File: config.mk
export PLATFORM = sky130hd
export DESIGN_NAME = pipeline_hazard_ctrl_flat
export DESIGN_NICKNAME = d
export VERILOG_FILES = /design/src/rtl/pipeline_hazard_ctrl_if.sv /design/src/rtl/pipeline_hazard_ctrl.sv /design/src/flat_wrapper.sv
export SDC_FILE = /design/constraint.sdc
export NUM_CORES = 1
export LEC_CHECK = 0
export ABC_AREA = 1
export CORE_MARGIN = 4
export CORE_UTILIZATION = 48
export CTS_CLUSTER_SIZE = 30
export DETAILED_ROUTE_END_ITERATION = 8
export GPL_ROUTABILITY_DRIVEN = 0
export PLACE_DENSITY = 0.81
export SYNTH_ARGS = -nofsm -noshare
export SYNTH_HDL_FRONTEND = slang
export SYNTH_SLANG_ARGS = --single-unit
File: constraint.sdc
create_clock -name clk -period 2.4 [get_ports clk]
set_clock_uncertainty 0.05 [all_clocks]
set_input_delay 0.24 -clock clk [delete_from_list [all_inputs] [get_ports clk]]
set_output_delay 0.24 -clock clk [all_outputs]
set_load 0.05 [all_outputs]
File: src/rtl/pipeline_hazard_ctrl_if.sv
// Hazard-control bundle between the RV32I pipeline datapath and its central
// stall/flush/forward controller.
interface pipeline_hazard_ctrl_if #(
    parameter int CNT_W = 16
) ();

    // Register specifiers and status from the ID/EX/MEM/WB stages
    logic [4:0]       id_rs1;
    logic [4:0]       id_rs2;
    logic [4:0]       ex_rs1;
    logic [4:0]       ex_rs2;
    logic [4:0]       ex_rd;
    logic             ex_mem_read;
    logic             ex_branch_taken;
    logic [4:0]       mem_rd;
    logic             mem_reg_write;
    logic             dmem_req;
    logic             dmem_ready;
    logic [4:0]       wb_rd;
    logic             wb_reg_write;

    // Pipeline register controls and forwarding selects
    logic             pc_en;
    logic             ifid_en;
    logic             idex_en;
    logic             exmem_en;
    logic             memwb_en;
    logic             ifid_flush;
    logic             idex_flush;
    logic             memwb_flush;
    logic [1:0]       fwd_a;
    logic [1:0]       fwd_b;

    // Status and performance counters
    logic             mem_timeout_err;
    logic [CNT_W-1:0] stall_cnt;
    logic [CNT_W-1:0] flush_cnt;

    modport master (
        output id_rs1, id_rs2, ex_rs1, ex_rs2, ex_rd, ex_mem_read,
               ex_branch_taken, mem_rd, mem_reg_write, dmem_req,
               dmem_ready, wb_rd, wb_reg_write,
        input  pc_en, ifid_en, idex_en, exmem_en, memwb_en,
               ifid_flush, idex_flush, memwb_flush, fwd_a, fwd_b,
               mem_timeout_err, stall_cnt, flush_cnt
    );

    modport slave (
        input  id_rs1, id_rs2, ex_rs1, ex_rs2, ex_rd, ex_mem_read,
               ex_branch_taken, mem_rd, mem_reg_write, dmem_req,
               dmem_ready, wb_rd, wb_reg_write,
        output pc_en, ifid_en, idex_en, exmem_en, memwb_en,
               ifid_flush, idex_flush, memwb_flush, fwd_a, fwd_b,
               mem_timeout_err, stall_cnt, flush_cnt
    );

endinterface

File: src/rtl/pipeline_hazard_ctrl.sv
// Central stall/flush/forward controller for the 5-stage RV32I pipeline,
// with a data-memory wait FSM (timeout protected) and saturating perf counters.
module pipeline_hazard_ctrl #(
    parameter int MEM_TIMEOUT = 64,
    parameter int CNT_W       = 16
) (
    input  logic                  clk,
    input  logic                  reset,
    pipeline_hazard_ctrl_if.slave hz
);

    localparam int                WAIT_W    = $clog2(MEM_TIMEOUT);
    localparam logic [WAIT_W-1:0] WAIT_LAST = WAIT_W'(MEM_TIMEOUT - 1);
    localparam logic [CNT_W-1:0]  CNT_MAX   = {CNT_W{1'b1}};

    typedef enum logic [0:0] {
        ST_RUN      = 1'b0,
        ST_MEM_WAIT = 1'b1
    } state_t;

    // EX/MEM result is younger than MEM/WB, so it wins; x0 is hardwired zero.
    function automatic logic [1:0] fwd_select(
        input logic [4:0] rs,
        input logic [4:0] m_rd,
        input logic       m_we,
        input logic [4:0] w_rd,
        input logic       w_we
    );
        logic [1:0] sel;
        if (m_we && (m_rd != 5'd0) && (m_rd == rs)) begin
            sel = 2'b10;
        end else if (w_we && (w_rd != 5'd0) && (w_rd == rs)) begin
            sel = 2'b01;
        end else begin
            sel = 2'b00;
        end
        return sel;
    endfunction

    function automatic logic [CNT_W-1:0] sat_inc(input logic [CNT_W-1:0] v);
        logic [CNT_W-1:0] r;
        if (v == CNT_MAX) begin
            r = v;
        end else begin
            r = v + CNT_W'(1'b1);
        end
        return r;
    endfunction

    state_t            state_r;
    state_t            state_nxt_s;
    logic [WAIT_W-1:0] wait_cnt_r;
    logic              wait_clr_s;
    logic              wait_inc_s;
    logic              timeout_s;
    logic              mem_stall_s;
    logic              load_use_s;
    logic              stall_evt_s;
    logic              flush_evt_s;
    logic              err_r;
    logic [CNT_W-1:0]  stall_cnt_r;
    logic [CNT_W-1:0]  flush_cnt_r;

    logic              pc_en_s;
    logic              ifid_en_s;
    logic              idex_en_s;
    logic              exmem_en_s;
    logic              memwb_en_s;
    logic              ifid_flush_s;
    logic              idex_flush_s;
    logic              memwb_flush_s;
    logic [1:0]        fwd_a_s;
    logic [1:0]        fwd_b_s;

    assign load_use_s = hz.ex_mem_read && (hz.ex_rd != 5'd0) &&
                        ((hz.ex_rd == hz.id_rs1) || (hz.ex_rd == hz.id_rs2));

    // Memory-wait FSM state register
    always_ff @(posedge clk or posedge reset) begin
        if (reset) begin
            state_r <= ST_RUN;
        end else begin
            state_r <= state_nxt_s;
        end
    end

    // Consecutive wait-cycle counter used for the forced-release timeout
    always_ff @(posedge clk or posedge reset) begin
        if (reset) begin
            wait_cnt_r <= {WAIT_W{1'b0}};
        end else if (wait_clr_s) begin
            wait_cnt_r <= {WAIT_W{1'b0}};
        end else if (wait_inc_s) begin
            wait_cnt_r <= wait_cnt_r + WAIT_W'(1'b1);
        end else begin
            wait_cnt_r <= wait_cnt_r;
        end
    end

    // FSM next state; the release cycle itself is not a stall cycle
    always_comb begin
        state_nxt_s = state_r;
        wait_clr_s  = 1'b0;
        wait_inc_s  = 1'b0;
        timeout_s   = 1'b0;
        mem_stall_s = 1'b0;
        case (state_r)
            ST_RUN: begin
                if (hz.dmem_req && !hz.dmem_ready) begin
                    mem_stall_s = 1'b1;
                    wait_clr_s  = 1'b1;
                    state_nxt_s = ST_MEM_WAIT;
                end else begin
                    state_nxt_s = ST_RUN;
                end
            end
            ST_MEM_WAIT: begin
                if (hz.dmem_ready) begin
                    state_nxt_s = ST_RUN;
                end else if (wait_cnt_r == WAIT_LAST) begin
                    timeout_s   = 1'b1;
                    state_nxt_s = ST_RUN;
                end else begin
                    mem_stall_s = 1'b1;
                    wait_inc_s  = 1'b1;
                    state_nxt_s = ST_MEM_WAIT;
                end
            end
            default: begin
                state_nxt_s = ST_RUN;
            end
        endcase
    end

    // Stall/flush arbitration: memory stall > branch flush > load-use > run
    always_comb begin
        pc_en_s       = 1'b0;
        ifid_en_s     = 1'b0;
        idex_en_s     = 1'b0;
        exmem_en_s    = 1'b0;
        memwb_en_s    = 1'b0;
        ifid_flush_s  = 1'b0;
        idex_flush_s  = 1'b0;
        memwb_flush_s = 1'b0;
        stall_evt_s   = 1'b0;
        flush_evt_s   = 1'b0;
        if (reset) begin
            pc_en_s = 1'b0;
        end else if (mem_stall_s) begin
            // WB gets a bubble so the frozen MEM instruction is not written twice
            memwb_en_s    = 1'b1;
            memwb_flush_s = 1'b1;
            stall_evt_s   = 1'b1;
        end else if (hz.ex_branch_taken) begin
            pc_en_s      = 1'b1;
            ifid_en_s    = 1'b1;
            idex_en_s    = 1'b1;
            exmem_en_s   = 1'b1;
            memwb_en_s   = 1'b1;
            ifid_flush_s = 1'b1;
            idex_flush_s = 1'b1;
            flush_evt_s  = 1'b1;
        end else if (load_use_s) begin
            idex_en_s    = 1'b1;
            exmem_en_s   = 1'b1;
            memwb_en_s   = 1'b1;
            idex_flush_s = 1'b1;
            stall_evt_s  = 1'b1;
        end else begin
            pc_en_s    = 1'b1;
            ifid_en_s  = 1'b1;
            idex_en_s  = 1'b1;
            exmem_en_s = 1'b1;
            memwb_en_s = 1'b1;
        end
    end

    // Operand forwarding selects, independent of stall state
    always_comb begin
        fwd_a_s = 2'b00;
        fwd_b_s = 2'b00;
        if (reset) begin
            fwd_a_s = 2'b00;
            fwd_b_s = 2'b00;
        end else begin
            fwd_a_s = fwd_select(hz.ex_rs1, hz.mem_rd, hz.mem_reg_write,
                                 hz.wb_rd, hz.wb_reg_write);
            fwd_b_s = fwd_select(hz.ex_rs2, hz.mem_rd, hz.mem_reg_write,
                                 hz.wb_rd, hz.wb_reg_write);
        end
    end

    // Sticky timeout flag, cleared only by reset
    always_ff @(posedge clk or posedge reset) begin
        if (reset) begin
            err_r <= 1'b0;
        end else if (timeout_s) begin
            err_r <= 1'b1;
        end else begin
            err_r <= err_r;
        end
    end

    // Saturating stall and flush performance counters
    always_ff @(posedge clk or posedge reset) begin
        if (reset) begin
            stall_cnt_r <= {CNT_W{1'b0}};
            flush_cnt_r <= {CNT_W{1'b0}};
        end else begin
            stall_cnt_r <= stall_evt_s ? sat_inc(stall_cnt_r) : stall_cnt_r;
            flush_cnt_r <= flush_evt_s ? sat_inc(flush_cnt_r) : flush_cnt_r;
        end
    end

    assign hz.pc_en           = pc_en_s;
    assign hz.ifid_en         = ifid_en_s;
    assign hz.idex_en         = idex_en_s;
    assign hz.exmem_en        = exmem_en_s;
    assign hz.memwb_en        = memwb_en_s;
    assign hz.ifid_flush      = ifid_flush_s;
    assign hz.idex_flush      = idex_flush_s;
    assign hz.memwb_flush     = memwb_flush_s;
    assign hz.fwd_a           = fwd_a_s;
    assign hz.fwd_b           = fwd_b_s;
    assign hz.mem_timeout_err = err_r;
    assign hz.stall_cnt       = stall_cnt_r;
    assign hz.flush_cnt       = flush_cnt_r;

endmodule

File: src/flat_wrapper.sv
// flat-port wrapper written by rule: the top's interface ports become plain ports
module pipeline_hazard_ctrl_flat 
#(
    parameter int MEM_TIMEOUT = 64,
    parameter int CNT_W       = 16
)
  (clk, reset, hz_id_rs1, hz_id_rs2, hz_ex_rs1, hz_ex_rs2, hz_ex_rd, hz_ex_mem_read, hz_ex_branch_taken, hz_mem_rd, hz_mem_reg_write, hz_dmem_req, hz_dmem_ready, hz_wb_rd, hz_wb_reg_write, hz_pc_en, hz_ifid_en, hz_idex_en, hz_exmem_en, hz_memwb_en, hz_ifid_flush, hz_idex_flush, hz_memwb_flush, hz_fwd_a, hz_fwd_b, hz_mem_timeout_err, hz_stall_cnt, hz_flush_cnt);
  pipeline_hazard_ctrl_if #(.CNT_W(CNT_W)) hz_i ();
  input  logic clk;
  input  logic reset;
  input wire logic [$bits(hz_i.id_rs1)-1:0] hz_id_rs1;
  input wire logic [$bits(hz_i.id_rs2)-1:0] hz_id_rs2;
  input wire logic [$bits(hz_i.ex_rs1)-1:0] hz_ex_rs1;
  input wire logic [$bits(hz_i.ex_rs2)-1:0] hz_ex_rs2;
  input wire logic [$bits(hz_i.ex_rd)-1:0] hz_ex_rd;
  input wire logic [$bits(hz_i.ex_mem_read)-1:0] hz_ex_mem_read;
  input wire logic [$bits(hz_i.ex_branch_taken)-1:0] hz_ex_branch_taken;
  input wire logic [$bits(hz_i.mem_rd)-1:0] hz_mem_rd;
  input wire logic [$bits(hz_i.mem_reg_write)-1:0] hz_mem_reg_write;
  input wire logic [$bits(hz_i.dmem_req)-1:0] hz_dmem_req;
  input wire logic [$bits(hz_i.dmem_ready)-1:0] hz_dmem_ready;
  input wire logic [$bits(hz_i.wb_rd)-1:0] hz_wb_rd;
  input wire logic [$bits(hz_i.wb_reg_write)-1:0] hz_wb_reg_write;
  output wire logic [$bits(hz_i.pc_en)-1:0] hz_pc_en;
  output wire logic [$bits(hz_i.ifid_en)-1:0] hz_ifid_en;
  output wire logic [$bits(hz_i.idex_en)-1:0] hz_idex_en;
  output wire logic [$bits(hz_i.exmem_en)-1:0] hz_exmem_en;
  output wire logic [$bits(hz_i.memwb_en)-1:0] hz_memwb_en;
  output wire logic [$bits(hz_i.ifid_flush)-1:0] hz_ifid_flush;
  output wire logic [$bits(hz_i.idex_flush)-1:0] hz_idex_flush;
  output wire logic [$bits(hz_i.memwb_flush)-1:0] hz_memwb_flush;
  output wire logic [$bits(hz_i.fwd_a)-1:0] hz_fwd_a;
  output wire logic [$bits(hz_i.fwd_b)-1:0] hz_fwd_b;
  output wire logic [$bits(hz_i.mem_timeout_err)-1:0] hz_mem_timeout_err;
  output wire logic [$bits(hz_i.stall_cnt)-1:0] hz_stall_cnt;
  output wire logic [$bits(hz_i.flush_cnt)-1:0] hz_flush_cnt;
  assign hz_i.id_rs1 = hz_id_rs1;
  assign hz_i.id_rs2 = hz_id_rs2;
  assign hz_i.ex_rs1 = hz_ex_rs1;
  assign hz_i.ex_rs2 = hz_ex_rs2;
  assign hz_i.ex_rd = hz_ex_rd;
  assign hz_i.ex_mem_read = hz_ex_mem_read;
  assign hz_i.ex_branch_taken = hz_ex_branch_taken;
  assign hz_i.mem_rd = hz_mem_rd;
  assign hz_i.mem_reg_write = hz_mem_reg_write;
  assign hz_i.dmem_req = hz_dmem_req;
  assign hz_i.dmem_ready = hz_dmem_ready;
  assign hz_i.wb_rd = hz_wb_rd;
  assign hz_i.wb_reg_write = hz_wb_reg_write;
  assign hz_pc_en = hz_i.pc_en;
  assign hz_ifid_en = hz_i.ifid_en;
  assign hz_idex_en = hz_i.idex_en;
  assign hz_exmem_en = hz_i.exmem_en;
  assign hz_memwb_en = hz_i.memwb_en;
  assign hz_ifid_flush = hz_i.ifid_flush;
  assign hz_idex_flush = hz_i.idex_flush;
  assign hz_memwb_flush = hz_i.memwb_flush;
  assign hz_fwd_a = hz_i.fwd_a;
  assign hz_fwd_b = hz_i.fwd_b;
  assign hz_mem_timeout_err = hz_i.mem_timeout_err;
  assign hz_stall_cnt = hz_i.stall_cnt;
  assign hz_flush_cnt = hz_i.flush_cnt;
  pipeline_hazard_ctrl #(.MEM_TIMEOUT(MEM_TIMEOUT), .CNT_W(CNT_W)) u_core (.clk(clk), .reset(reset), .hz(hz_i));
endmodule
==> flow_summary.toml, run 1 <==
[placed_design]
portBuffers = 87
dp.cells = 559
hpwl_mm = 5.971
placement.cell_area_sq_um = 3981

[die]
ioPinCount = 88
die_w_microns = 85.88
start_util_pct = 49.18
die_h_microns = 85.88
row_count = 28
dieArea_sq_um = 7375
core-area_sq_um = 5921

[synth]
ys_ff_latch = 40
synthDistinctLibCells = 41
avgSynthCellArea_sq_um = 7.261
syn_nets = 447
synth-warning-count = 0
synthesis.area_sq_um = 2912
synth-seq-area-share_pct = 34.38
syn_inst = 401

[detailed_routing]
drtPass1Iterations = 4
via_per_inst = 5.150
wire_per_inst_microns = 13.24
postRouteWirelength_mm = 7.509
drt_iter0_drc = 132
drc_errors = 0
vias = 2920
ant_nets = 0

[finish]
layout.cells.non_filler = 567
fin_area_sq_um = 4113
fin_nets = 537
seqCellArea_sq_um = 1001
drive_gt1_share_pct = 11.79
multiInputGateArea_sq_um = 1643
fill_cells = 468
antennaDiodeCount = 0
area.growth.synth_to_final_pct = 41.25

[cts]
clock-sinks = 40
clk_latency_ns = 0.30
cts_made_buffers = 5
clk_pin_slew_ns = 0.08
htreeDepth = 2
root_buffer = "clkbuf_8"
cts_tree = "yes"
cts_max_path_buffers = 2

[timing]
drv_slew = 0
setup-tns-final_ns = 0
worstMarginPinSlew_ns = 0.5196
fmax_mhz = 458.5
hold_viol = 0
slew_headroom_pct = 64.90
finalCritPeriodShare_pct = 90.87
finalSetupViolations = 0
min_period_ns = 2.181
rsz0062_at_grt = "false"

[grt]
gr-total-overflow = 0
grt_max_degree = 67
antenna_found_initial = 0
grt_pass1_vias = 2873
gr-usage-all-layers_pct = 21.21
grt_pass1_wl_mm = 12.85

[critical_path]
critPathCaptureType = "primary output"
startpoint_type = "flop"
cp.arrival_ns = 1.89
cp.required_ns = 2.11
r2r_slack_ns = 0.40
cp_max_fo = 5
crit_type = "flop to primary output"

[pwr]
peakVddDrop_mv = 0.5542
p_leak_nw = 1.902
powerDensity_nw_per_um2 = 642.3

[run_status]
status = "finished, final reports clean"

[run]
cap_violations = 0

[min_path]
hold_class = "flop to flop"
flip-flops by register name (all words and copies together), names as in the netlist:
register	flops
u_core.hz.flush_cnt	16
u_core.hz.mem_timeout_err	1
u_core.hz.stall_cnt	16
u_core.state_r	1
u_core.wait_cnt_r	6
critical path, stage by stage (launching register included):
cell and delay, ns:
dfrtp_1 0.41, ha_1 0.19, nand2_1 0.07, clkinv_2 0.08, nand3_4 0.07, nand2_4 0.09, nand2_4 0.08, nor3_4 0.26
a31o_2 0.19, buf_12 0.14
cells in the mapped netlist:
cell type  number  share of area [%]
o22ai_1         1               0.22
nand3b_1        1               0.26
nor2_1         33                4.3
nor3_4          1               0.56
nand2_1       105                 14
nand2_4         2               0.77
clkinv_1        1               0.13
a31oi_1         1               0.22
dfrtp_1        40                 34
nor2_4          3                1.2
buf_2           2               0.34
nand3_1        25                4.3
xor2_2          1               0.56
nor3b_1         1               0.26
clkbuf_1        3               0.39
clkinv_2        2               0.34
nand3_4         2                1.2
nand3_2         2               0.69
a22o_1          1               0.30
nor3_1         10                1.7
nand2_2         4               0.86
a21oi_1         9                1.5
xnor2_1        14                4.2
o21bai_1        1               0.26
nor4_1          3               0.64
inv_2           2               0.26
nand4_1        21                4.5
ha_1            3                1.3
nor2_2          4               0.86
a31o_2          1               0.30
o21ai_0        15                2.6
nor3_2          1               0.34
a221oi_1        1               0.30
a311oi_1        1               0.30
xor2_1         19                5.7
buf_6           1               0.39
o41ai_1         3               0.90
or2_2           4               0.86
buf_4           3               0.77
inv_1          53                6.8
nor2_8          1               0.69
placed cells by master (no fill, tap or decap), types with 3 or more instances in the layout:
master,instances
nand3_1,25
clkdlybuf4s50_1,75
nor2_1,32
ha_1,3
nand2_2,4
nor2_2,5
nand4_1,21
o41ai_1,3
xor2_1,19
dfrtp_1,40
o21ai_0,15
nand2_1,105
or2_2,4
inv_1,53
inv_2,3
nor4_1,3
a21oi_1,9
clkbuf_8,7
buf_4,5
nor2_4,3
buf_12,12
nor3_1,10
xnor2_1,14
report_power, final:
group / internal, mW / switching (mW)
sequential: 0.782 / 0.138
combinational: 0.411 / 0.697
clock: 0.367 / 0.246
total: 1.56 / 1.08
per-stage QoR:
stage | hold slack, ns | power, mW | util [%] | setup WS [ns]
floorplan | 0.3962 | 1.611 | - | 0.03063
global placement | 0.4230 | 2.018 | 67.24 | 0.1546
detailed placement | 0.4197 | 2.039 | 67.24 | 0.08156
CTS | 0.4506 | 2.651 | 69.38 | 0.08232
global route | 0.4690 | 2.782 | 69.46 | 0.08005
finish | 0.4499 | 2.642 | 69.46 | 0.2191
metal layers:
metal	part of all wire (%)	track usage, %	vias to the layer above
li1	-	-	1479
met1	43	26.30	1355
met2	51	37.70	73
met3	3.4	2.690	13
met4	2.2	7.338	0
met5	0	0	-
cell families (layout without fill, tap and decap cells):
kind of cell | Yosys count | in the layout | share of synthesized area (%)
compound gates | 34 | 34 | 6.919
fa+ha+maj | 3 | 3 | 1.289
buf+inv | 67 | 158 | 9.454
flops | 40 | 40 | 34.38
simple gates | 223 | 223 | 37.47
xor+xnor | 34 | 34 | 10.49
cell type report:
type / instances / area share (%)
inverter: 58 / 5.354
tap: 75 / 2.282
sequential: 40 / 24.34
clock inverter: 1 / 0.7301
multi-input combinational: 294 / 39.95
clock buffer: 7 / 2.343
timing repair buffer: 92 / 25.01
timing repair:
| item | 4_1_cts | 5_1_grt |
|---|---|---|
| setup buffers | 0 | 0 |
| hold buffers | 0 | 0 |
| resized for setup | 0 | 1 |
| setup endpoints to repair | 0 | 1 |
path summary, 6_finish.rpt:
path                                                    endpoint  depth (start not counted)                                   from
hold / removal             u_core.hz.mem_timeout_err$_DFFE_PP0P_                          1  u_core.hz.mem_timeout_err$_DFFE_PP0P_
setup / recovery                                   hz_idex_flush                          9       u_core.wait_cnt_r[0]$_DFFE_PP0P_
max in group asynchronous  u_core.hz.mem_timeout_err$_DFFE_PP0P_                          3                                  reset
hold reg to reg            u_core.hz.mem_timeout_err$_DFFE_PP0P_                          1  u_core.hz.mem_timeout_err$_DFFE_PP0P_
setup reg to reg             u_core.hz.flush_cnt[13]$_DFFE_PP0P_                         11       u_core.wait_cnt_r[0]$_DFFE_PP0P_
min in group asynchronous       u_core.wait_cnt_r[2]$_DFFE_PP0P_                          3                                  reset
No activity file was read; power rests on OpenSTA's default activity.
==> inputs of run 2 (changes only) <==
--- a/config.mk
+++ b/config.mk
@@ -11,7 +11,8 @@
 export CTS_CLUSTER_SIZE = 30
 export DETAILED_ROUTE_END_ITERATION = 8
 export GPL_ROUTABILITY_DRIVEN = 0
-export PLACE_DENSITY = 0.81
+export PLACE_DENSITY = 0.88
+export SLEW_MARGIN = 20
 export SYNTH_ARGS = -nofsm -noshare
 export SYNTH_HDL_FRONTEND = slang
 export SYNTH_SLANG_ARGS = --single-unit
==> constraint.sdc (replaced) <==
create_clock -name clk -period 2.1 [get_ports clk]
set_clock_uncertainty 0.05 [all_clocks]
set_input_delay 0.21 -clock clk [delete_from_list [all_inputs] [get_ports clk]]
set_output_delay 0.21 -clock clk [all_outputs]
set_load 0.05 [all_outputs]
==> run 2 against run 1 <==
Compared with the run above:
- the run now ends with negative setup slack left
- die area unchanged
- design area increased by 3.1%
- clock power increased by 21%
- count of clock-buffer cells in the layout decreased by 2
- highest routed layer unchanged
- wire length increased by 6.9%
- cell count increased by 2.1%
- first-iteration DRC count decreased by 40%
- setup slack got worse by 0.25 ns
- global-route usage increased by 1.3 points
- via count increased by 2.7%
- critical path depth decreased by 2
==> flow_summary.toml, run 2 (synthesis gave the netlist of run 1 again) <==
[critical_path]
crit_slowest_cell = "clkdlybuf4s50_1"
path_cells = "clkdlybuf4s50_1 > or2_2 > o41ai_1 > inv_1 > nand2_1 > nor3b_2 > buf_12"
cp_max_fo = 3
startpoint_type = "input port"
slowest_delay_ns = 0.45
timing.rr.start = "u_core.wait_cnt_r[1]$_DFFE_PP0P_"
r2r_cells = 11
crit_start = "hz_mem_rd[3]"
critPathCaptureType = "primary output"
cp.required_ns = 1.84
cp.arrival_ns = 1.87
crit_type = "input port to primary output"

[finish]
final_common_cell = "nand2_1"
antennaDiodeCount = 0
layout.cells.non_filler = 579
fin_nets = 550
mostFrequentLayoutCells = "nand2_1, clkdlybuf4s50_1, inv_1"
area.growth.synth_to_final_pct = 45.68
drive_gt1_share_pct = 15.28

[cts]
root_buffer = "clkbuf_8"
cts_made_buffers = 5
cts_max_path_buffers = 2
cts_tree = "yes"
postCtsHoldBufs = 0
htreeDepth = 2
clock-sinks = 40
clk_pin_slew_ns = 0.07
clk_latency_ns = 0.29

[timing]
drv_slew = 0
hold-worst-slack_ns = 0.4467
worstMarginPinSlew_ns = 0.5399
finalWorstSetupSlack_ns = -0.02658
fmax_mhz = 470.2
hold_viol = 0
finalCritPeriodShare_pct = 101.3
slew_headroom_pct = 63.73
min_period_ns = 2.127
finalSetupViolations = 1
rsz0062_at_grt = "true"

[die]
start_util_pct = 49.18
die_h_microns = 85.88
row_count = 28
core-area_sq_um = 5921
ioPinCount = 88
die_w_microns = 85.88
dieArea_sq_um = 7375

[grt]
gr-total-overflow = 0
grt_pass1_wl_mm = 13.40
antenna_found_initial = 0
grt_pass1_vias = 2969
grt_max_degree = 44
gr-usage-all-layers_pct = 22.54

[detailed_routing]
drtPass1Iterations = 4
vias = 2998
drt_iter0_drc = 79
drc_errors = 0
wire_per_inst_microns = 13.87
postRouteWirelength_mm = 8.030
ant_nets = 0
via_per_inst = 5.178

[pwr]
peakVddDrop_mv = 0.6878
powerDensity_nw_per_um2 = 734.2
p_leak_nw = 1.965
p_total_mw = 3.114

[placed_design]
hpwl_mm = 6.362
place_ws_ns = -0.02348
portBuffers = 87
dp.cells = 566

[min_path]
min_from = "u_core.hz.mem_timeout_err$_DFFE_PP0P_"
hold_depth = 1
hold_class = "flop to flop"

[run_status]
status = "finished with violations"
failed_checks = "negative setup slack"

[run]
cap_violations = 0
-- run 2: final cells by class --
type,instances,area (sq um)
Fill cell,453,1679
Inverter,58,224.0
Clock inverter,2,60.06
Sequential cell,40,1001
Timing Repair Buffer,105,1117
Clock buffer,5,68.82
Tap cell,75,93.84
Multi-Input combinational cell,294,1677
-- run 2: metal layers --
metal	vias to the layer above	share of wire (%)	global-route usage [%]
met2	57	55	42.12
met3	19	2.5	3.939
met5	-	0	0
li1	1513	-	-
met1	1409	40	25.80
met4	0	2.7	7.050
-- run 2: repair_timing --
action / CTS / global route
hold endpoints to repair: 0 / 0
gates cloned: 0 / 0
setup buffers: 6 / 0
pin swaps: 1 / 0
setup endpoints to repair: 4 / 6
gates resized for setup: 4 / 6
-- run 2: where the power goes --
part | switching [mW] | total, mW | internal (mW)
clock | 0.276 | 0.744 | 0.468
sequential | 0.158 | 1.05 | 0.893
combinational | 0.816 | 1.32 | 0.503
total | 1.25 | 3.11 | 1.86
-- run 2: path summary, 6_finish.rpt --
kind | end | slack (ns)
min in group asynchronous | u_core.hz.stall_cnt[11]$_DFFE_PP0P_ | 0.50
min | u_core.hz.mem_timeout_err$_DFFE_PP0P_ | 0.45
max reg2reg | u_core.hz.flush_cnt[13]$_DFFE_PP0P_ | 0.26
max | hz_fwd_a[0] | -0.03
min reg2reg | u_core.hz.mem_timeout_err$_DFFE_PP0P_ | 0.45
max in group asynchronous | u_core.state_r$_DFF_PP0_ | 0.80
-- run 2: critical path: cells and delay by family --
| family | cells | cell delay (ns) |
|---|---|---|
| compound gates | 1 | 0.25 |
| simple gates | 3 | 0.64 |
| buf+inv | 3 | 0.76 |
-- run 2: metrics by stage --
| step | utilization, % | TNS, ns | cell area, sq um |
|---|---|---|---|
| 2_1_floorplan | - | -0.2394 | 2920 |
| 3_3_place_gp | 68.01 | 0 | 4026 |
| 3_5_place_dp | 68.01 | -0.05719 | 4026 |
| 4_1_cts | 71.24 | 0 | 4218 |
| 5_1_grt | 71.64 | -0.1542 | 4242 |
| 6_report | 71.64 | -0.02658 | 4242 |
